File: src/rtl/eth_frame_rewriter.sv
// Ethernet header filter/rewriter: buffers the 14-byte header, decides pass/drop,
// emits a rewritten header, then streams the payload through with no added latency.
module eth_frame_rewriter #(
    parameter logic [47:0] LOCAL_MAC        = 48'h02_00_00_00_00_01,
    parameter int          MODE             = 0,
    parameter int          PROMISC          = 0,
    parameter int          ACCEPT_BCAST     = 1,
    parameter logic [15:0] ETHERTYPE_FILTER = 16'h0000,
    parameter int          COUNT_WIDTH      = 16
) (
    input  logic                   i_clk,
    input  logic                   rst,
    input  logic [7:0]             s_axis_tdata,
    input  logic                   s_axis_tvalid,
    output logic                   s_axis_tready,
    input  logic                   s_axis_tlast,
    input  logic                   s_axis_tuser,
    output logic [7:0]             m_axis_tdata,
    output logic                   m_axis_tvalid,
    input  logic                   m_axis_tready,
    output logic                   m_axis_tlast,
    output logic                   m_axis_tuser,
    output logic [COUNT_WIDTH-1:0] o_frames_fwd,
    output logic [COUNT_WIDTH-1:0] o_frames_drop
);

    typedef enum logic [2:0] {
        HDR      = 3'd0,
        DECIDE   = 3'd1,
        SEND_HDR = 3'd2,
        PAYLOAD  = 3'd3,
        DROP     = 3'd4
    } state_t;

    localparam logic [3:0]             LAST_IDX = 4'd13;
    localparam logic [COUNT_WIDTH-1:0] CNT_ONE  = {{(COUNT_WIDTH-1){1'b0}}, 1'b1};
    localparam logic [COUNT_WIDTH-1:0] CNT_MAX  = {COUNT_WIDTH{1'b1}};
    localparam logic [47:0]            BCAST    = 48'hFFFF_FFFF_FFFF;

    state_t                  state_q, state_d;
    logic [3:0]              idx_q, idx_d;
    logic [13:0][7:0]        hdr_q, hdr_d;
    logic                    rlast_q, rlast_d;
    logic                    ruser_q, ruser_d;
    logic [COUNT_WIDTH-1:0]  fwd_q, fwd_d;
    logic [COUNT_WIDTH-1:0]  drop_q, drop_d;
    logic                    fwd_inc_s;
    logic                    drop_inc_s;
    logic [47:0]             dest_s;
    logic [15:0]             etype_s;
    logic                    mac_ok_s;
    logic                    type_ok_s;
    logic                    pass_s;

    // Header byte 0 is the first byte on the wire (dest MAC MSB).
    function automatic logic [13:0][7:0] rewrite_hdr(input logic [13:0][7:0] h);
        logic [13:0][7:0] r;
        r = h;
        case (MODE)
            0: begin
                for (int i = 0; i < 6; i++) begin
                    r[i]     = 8'hFF;
                    r[i + 6] = LOCAL_MAC[47 - 8 * i -: 8];
                end
            end
            1: begin
                for (int i = 0; i < 6; i++) begin
                    r[i]     = h[i + 6];
                    r[i + 6] = LOCAL_MAC[47 - 8 * i -: 8];
                end
            end
            default: begin
                r = h;
            end
        endcase
        return r;
    endfunction

    // Filter decision from the captured header.
    always_comb begin
        dest_s    = {hdr_q[0], hdr_q[1], hdr_q[2], hdr_q[3], hdr_q[4], hdr_q[5]};
        etype_s   = {hdr_q[12], hdr_q[13]};
        mac_ok_s  = (PROMISC != 0) || (dest_s == LOCAL_MAC) ||
                    ((ACCEPT_BCAST != 0) && (dest_s == BCAST));
        type_ok_s = (ETHERTYPE_FILTER == 16'h0000) || (etype_s == ETHERTYPE_FILTER);
        pass_s    = mac_ok_s && type_ok_s;
    end

    // Next-state, datapath and handshake outputs.
    always_comb begin
        state_d       = state_q;
        idx_d         = idx_q;
        hdr_d         = hdr_q;
        rlast_d       = rlast_q;
        ruser_d       = ruser_q;
        fwd_inc_s     = 1'b0;
        drop_inc_s    = 1'b0;
        s_axis_tready = 1'b0;
        m_axis_tvalid = 1'b0;
        m_axis_tdata  = 8'h00;
        m_axis_tlast  = 1'b0;
        m_axis_tuser  = 1'b0;
        case (state_q)
            HDR: begin
                s_axis_tready = 1'b1;
                if (s_axis_tvalid) begin
                    hdr_d[idx_q] = s_axis_tdata;
                    if (idx_q == LAST_IDX) begin
                        state_d = DECIDE;
                        idx_d   = 4'd0;
                        rlast_d = s_axis_tlast;
                        ruser_d = s_axis_tuser;
                    end else if (s_axis_tlast) begin
                        drop_inc_s = 1'b1;
                        idx_d      = 4'd0;
                    end else begin
                        idx_d = idx_q + 4'd1;
                    end
                end else begin
                    idx_d = idx_q;
                end
            end
            DECIDE: begin
                if (pass_s) begin
                    fwd_inc_s = 1'b1;
                    hdr_d     = rewrite_hdr(hdr_q);
                    state_d   = SEND_HDR;
                end else begin
                    drop_inc_s = 1'b1;
                    state_d    = rlast_q ? HDR : DROP;
                end
            end
            SEND_HDR: begin
                m_axis_tvalid = 1'b1;
                m_axis_tdata  = hdr_q[idx_q];
                if (idx_q == LAST_IDX) begin
                    m_axis_tlast = rlast_q;
                    m_axis_tuser = rlast_q & ruser_q;
                end else begin
                    m_axis_tlast = 1'b0;
                end
                if (m_axis_tready) begin
                    if (idx_q == LAST_IDX) begin
                        idx_d   = 4'd0;
                        state_d = rlast_q ? HDR : PAYLOAD;
                    end else begin
                        idx_d = idx_q + 4'd1;
                    end
                end else begin
                    idx_d = idx_q;
                end
            end
            PAYLOAD: begin
                s_axis_tready = m_axis_tready;
                m_axis_tvalid = s_axis_tvalid;
                m_axis_tdata  = s_axis_tdata;
                m_axis_tlast  = s_axis_tlast;
                m_axis_tuser  = s_axis_tuser;
                if (s_axis_tvalid && m_axis_tready && s_axis_tlast) begin
                    state_d = HDR;
                end else begin
                    state_d = PAYLOAD;
                end
            end
            DROP: begin
                s_axis_tready = 1'b1;
                if (s_axis_tvalid && s_axis_tlast) begin
                    state_d = HDR;
                end else begin
                    state_d = DROP;
                end
            end
            default: begin
                state_d = HDR;
                idx_d   = 4'd0;
            end
        endcase
    end

    // Saturating frame counters; the FSM never requests both in one cycle.
    always_comb begin
        if (fwd_inc_s && (fwd_q != CNT_MAX)) begin
            fwd_d = fwd_q + CNT_ONE;
        end else begin
            fwd_d = fwd_q;
        end
        if (drop_inc_s && (drop_q != CNT_MAX)) begin
            drop_d = drop_q + CNT_ONE;
        end else begin
            drop_d = drop_q;
        end
    end

    // State and datapath registers.
    always_ff @(posedge i_clk) begin
        if (rst) begin
            state_q <= HDR;
            idx_q   <= 4'd0;
            hdr_q   <= '{default: 8'h00};
            rlast_q <= 1'b0;
            ruser_q <= 1'b0;
            fwd_q   <= {COUNT_WIDTH{1'b0}};
            drop_q  <= {COUNT_WIDTH{1'b0}};
        end else begin
            state_q <= state_d;
            idx_q   <= idx_d;
            hdr_q   <= hdr_d;
            rlast_q <= rlast_d;
            ruser_q <= ruser_d;
            fwd_q   <= fwd_d;
            drop_q  <= drop_d;
        end
    end

    assign o_frames_fwd  = fwd_q;
    assign o_frames_drop = drop_q;

endmodule

File: config.mk
export PLATFORM = sky130hd
export DESIGN_NAME = eth_frame_rewriter
export DESIGN_NICKNAME = d
export VERILOG_FILES = /design/src/rtl/eth_frame_rewriter.sv
export SDC_FILE = /design/constraint.sdc
export NUM_CORES = 1
export LEC_CHECK = 0
export CAP_MARGIN = 20
export CORE_ASPECT_RATIO = 0.8
export CORE_MARGIN = 4
export CORE_UTILIZATION = 43
export DETAILED_ROUTE_END_ITERATION = 10
export PLACE_DENSITY = 0.61
export SLEW_MARGIN = 0
export SYNTH_ARGS = -nofsm -noshare
export SYNTH_HDL_FRONTEND = slang
export SYNTH_SLANG_ARGS = --single-unit
File: constraint.sdc
create_clock -name i_clk -period 2.8 [get_ports i_clk]
set_input_delay 0.28 -clock i_clk [delete_from_list [all_inputs] [get_ports i_clk]]
set_output_delay 0.28 -clock i_clk [all_outputs]
set_load 0.005 [all_outputs]
* Yosys cells after proc, flatten, opt, wreduce, memory -nomap -nowiden
Cells that the tools add are included.
** Cells by class
- Add/subtract/negate cells :: 3
- Magnitude comparators :: 2
- Eq/ne operators :: 14
- Mux-type cells :: 38
- Bitwise logic cells :: 3
- Reduce and logical (&&, ||, !) cells :: 16
** Operators by type and width (number)
- $pmux W112 S2 :: 1
- $bwmux W112 :: 1
- $mux W112 :: 1
- $mux W96 :: 1
- $eq A48 B42 Y1 const B :: 1
- $eq A48 B48 Y1 const B :: 1
- $add A16 B1 Y16 const B :: 2
- $bmux W8 S4 :: 1
- $demux W8 S4 :: 1
- $ne A16 B16 Y1 const B :: 2
- $mux W3 :: 7
- $mux W4 :: 5
- $mux W8 :: 2
- $pmux W8 S2 :: 1
- $pmux W3 S5 :: 1
- $pmux W4 S3 :: 1
- $reduce_and A3 Y1 :: 4
- $ne A2 B2 Y1 const B :: 5
- $pmux W1 S2 :: 5
- $mux W1 :: 8
- $eq A3 B2 Y1 const B :: 2
- $logic_and A1 B1 Y1 :: 6
- $lt A4 B5 Y1 const B :: 1
- $add A4 B1 Y4 const B :: 1
- 13 further kinds :: 15
** Word-level totals
- Register bits after elaboration :: 153
- Output and inout bits :: 44
- Logic and storage cells :: 96

* Depth between registers and ports, before layout
- Word-level depth :: 7
- Gate-level depth with buffers :: 10
- Mapped depth without buffers :: 7

* Worst setup path before layout
Ideal clock, no wire load.
- Path kind :: reg-to-reg
- Start :: register idx_q[1]
- End :: register drop_q[10] (netlist: o_frames_drop[10])
- Library setup time :: 0.121 ns
- Data arrival time :: 2.388 ns
- Data required time :: 2.679 ns
- Setup slack :: 0.291 ns
- Stages on the path, launching flop included :: 11
- Buffers on the path :: 3
- Cell sequence :: dfxtp_1 > clkbuf_1 > clkbuf_1 > inv_1 > ha_1 > nand3_1 > nand3_1 > a21oi_2 > buf_2 > nand4_1 > mux2_2
** On the way
- Longest elaborated chain between the ends :: 5
** RTL lines
- start: declaration :: line 41 : logic [3:0] idx_q, idx_d;
- start signal: assignment :: line 206 : idx_q <= idx_d;
- $eq A4 B4 Y1 :: line 108 : if (idx_q == LAST_IDX) begin
- $mux W1 :: line 108
- $mux W1 :: line 106 : if (s_axis_tvalid) begin
- $pmux W1 S2 :: line 103 : case (state_q)
- $logic_and A1 B1 Y1 :: line 187 : if (drop_inc_s && (drop_q != CNT_MAX)) begin
- end signal: assignment :: line 203 : drop_q <= {COUNT_WIDTH{1'b0}};
- end signal: assignment :: line 211 : drop_q <= drop_d;
- end: declaration :: line 46 : logic [COUNT_WIDTH-1:0] drop_q, drop_d;
No other way between the ends.
A chain may end at the register's enable or synchronous reset.

* Worst setup path in the final report
- Start :: register idx_q[0]
- End :: output port m_axis_tdata[1]
** On the way
- Longest elaborated chain between the ends :: 3
** RTL lines
- $bmux W8 S4 :: line 135 : m_axis_tdata = hdr_q[idx_q];
- $mux W8 (not written as such) :: line 135
- $pmux W8 S2 :: line 103
- end: declaration :: line 18 : output logic [7:0] m_axis_tdata,
No other way between the ends. The select of a mux whose other input is x is not followed.

==> flow_summary.yaml <==
floorplanning:
  start_util: 0.4452
  core_sq_um: 16820
  num_rows: 42
  die-area_sq_um: 19600
  die_h_um: 126.0
  die_w_um: 155.5
  io_pins: 58
sta:
  finalHoldViolCount: 0
  skew_ns: 0.009348
  post-route-min-period_ns: 2.832
  slew_viol_final: 0
  setup_viol: 1
  fin_hold_ws_ns: 0.3296
  max_slew_margin: 0.5206
  tightest_slew_ns: 0.7136
  setup_ws_ns: -0.03229
  finalCritPeriodShare: 1.012
  max_freq_mhz: 353.1
  setup_tns_ns: -0.03229
  rsz0062_at_grt: "true"
logic_synthesis:
  yosys_warnings: 0
  async_flop_share: 0
  synth_largest_area_cell: "dfxtp_1"
  syn-num-nets: 884
  synth_ff_type: "dfxtp_1"
  synth_common_cells: "dfxtp_1 (153), nor2_1 (81), o21ai_0 (65)"
  netlist_instances: 864
  yosysMostFrequentCell: "dfxtp_1"
  syn_area_per_cell_sq_um: 8.666
  yosysUniqueCellTypes: 49
  ys_ff_latch: 153
  synth_top_area_share: 0.4091
  synth-edff-count: 0
  yosysSeqAreaShare: 0.4091
  synth.area.top_cells: "dfxtp_1 (41%), mux4_2 (7.2%), nand3b_1 (5.1%)"
  synth.cell_area_sq_um: 7487
clock_tree:
  cts_tree: "yes"
  path_clk_slew_ns: 0.06
  clockBufferDepth: 2
  insertion_delay_ns: 0.44
  cts_root_buf: "clkbuf_16"
  cts_made_buffers: 17
  cts_sinks: 153
  h-tree-depth: 4
power:
  power_density_nw_per_um2: 522.8
  leakage_nw: 3.007
  ir_drop_mv: 0.3279
final_layout:
  finalNonFillerCells: 1138
  areaGrowthSynthToFinish_pct: 20.09
  final_nets: 925
  final_area_sq_um: 8991
  drive_gt1_frac: 0.1362
  antenna_cells: 0
flow_run:
  maxCapViolCount: 0
placement:
  portBuffers: 57
  placedCellCount: 1097
  place_ws_ns: 0.1216
  hpwl_um: 15550
  gp_congestion: 0.9360
  place_area_sq_um: 8303
global_route:
  grt_max_degree: 94
  grt_pass1_wl_um: 35960
  gr-total-overflow: 0
  antenna_found_initial: 0
  track_usage: 0.2311
  grt_pass1_vias: 6622
worst_setup_path:
  critPathMaxFanout: 6
  cp.arrival_ns: 2.55
  cp.required_ns: 2.52
  cp_slowest_cell: "mux4_2"
  start_kind: "register"
  slowest_delay_ns: 0.53
  r2r_setup_slack_ns: 0.19
  worst-setup-path-type: "register to output port"
  crit_chain: "buf_12 -> buf_6 -> mux4_2 -> mux2i_1 -> o22ai_1 -> or3_1 -> o21ai_2 -> nor2_1 -> buf_2"
  end_kind: "output port"
hold_path:
  hold_class: "input pin to register"
detailed_routing:
  routed-via-count: 6817
  drt_pass1_iterations: 7
  drtIter0Drc: 574
  wl_um: 22790
  drc: 0
  ant_nets: 0
  drt-vias-per-instance: 5.990
  wire_per_inst_um: 20.03
run_status:
  status: "finished, violations left"
  violations: "setup timing"
[worst max-delay path: cells and delay by family, from the launching register on]
family	cells	cell delay [ns]
buffers and inverters	3	0.37
DFF	1	0.41
and+or+nand+nor	2	0.39
muxes	2	0.74
AOI/OAI and AO/OA	2	0.20
[registers in the layout, summed over array words and instances (netlist names)]
| register | cells |
|---|---|
| dest_s | 48 |
| hdr_q | 48 |
| etype_s | 16 |
| o_frames_drop | 16 |
| o_frames_fwd | 16 |
| idx_q | 4 |
| state_q | 3 |
| rlast_q | 1 |
| ruser_q | 1 |
[cells by family after synthesis]
family | after synthesis | share of synthesized area
simple gates | 364 | 0.2597
compound gates | 190 | 0.1512
flops | 153 | 0.4091
buf+inv | 88 | 0.04629
mux | 51 | 0.1096
xor+xnor | 12 | 0.01404
fa+ha+maj | 6 | 0.01003
[cell type report]
cell class              count  area (sq um)
fillers                  1556          7825
multi-input cells         623          4115
clock inverters            14         116.4
repair buffers             95         922.1
inverters                  15         56.30
well taps                 220         275.3
flip-flops and latches    153          3067
clock buffers              18         439.2
[stage by stage]
stage | utilization | total power [mW]
2_1_floorplan | - | 2.424
3_3_place_gp | 0.4938 | 2.535
3_5_place_dp | 0.4938 | 2.540
4_1_cts | 0.5327 | 4.724
5_1_grt | 0.5347 | 4.848
6_report | 0.5347 | 4.700
[power breakdown]
group	leakage [nW]	total (mW)	internal [mW]	switching [mW]
logic	1.51	0.311	0.131	0.180
registers	1.23	2.21	2.19	0.0202
clock network	0.262	2.18	1.18	1.00
total	3.01	4.70	3.50	1.20
[placed cells by master (no fill, tap or decap), types with 14 or more instances in the layout]
| cell | instances |
|---|---|
| and3_1 | 14 |
| mux4_2 | 24 |
| nor4_1 | 17 |
| clkbuf_16 | 17 |
| dfxtp_1 | 152 |
| nand3_1 | 54 |
| nor2_1 | 81 |
| a21oi_1 | 63 |
| nand2_1 | 53 |
| nand4_1 | 30 |
| o21ai_0 | 60 |
| inv_1 | 15 |
| buf_4 | 30 |
| a32oi_1 | 21 |
| mux2i_1 | 18 |
| clkdlybuf4s50_1 | 46 |
| nand3b_1 | 51 |
[worst paths after layout]
path                                 from  cells past startpoint                              to
setup / recovery    idx_q[0]$_SDFFE_PP0P_                      9                 m_axis_tdata[1]
hold / removal                        rst                      2  o_frames_drop[14]$_SDFFE_PP0P_
setup reg to reg   dest_s[3]$_SDFFE_PP0P_                      7  o_frames_drop[10]$_SDFFE_PP0P_
hold reg to reg   etype_s[0]$_SDFFE_PP0P_                      2         etype_s[0]$_SDFFE_PP0P_
[timing repair]
| action | CTS | global route |
|---|---|---|
| endpoints found under the setup margin | 10 | 9 |
| hold buffers | 0 | 0 |
| cloned | 1 | 0 |
| setup buffers | 4 | 0 |
| pin swaps | 4 | 3 |
| resized for setup | 35 | 15 |
[per-layer routing]
layer	vias up	routed length, um	track usage
li1	3249	-	-
met1	3248	10300	0.3273
met2	291	10100	0.3359
met3	29	2009	0.06962
met4	0	386	0.07874
met5	-	0	0
Note: power is estimated with default switching activity, not from simulation.
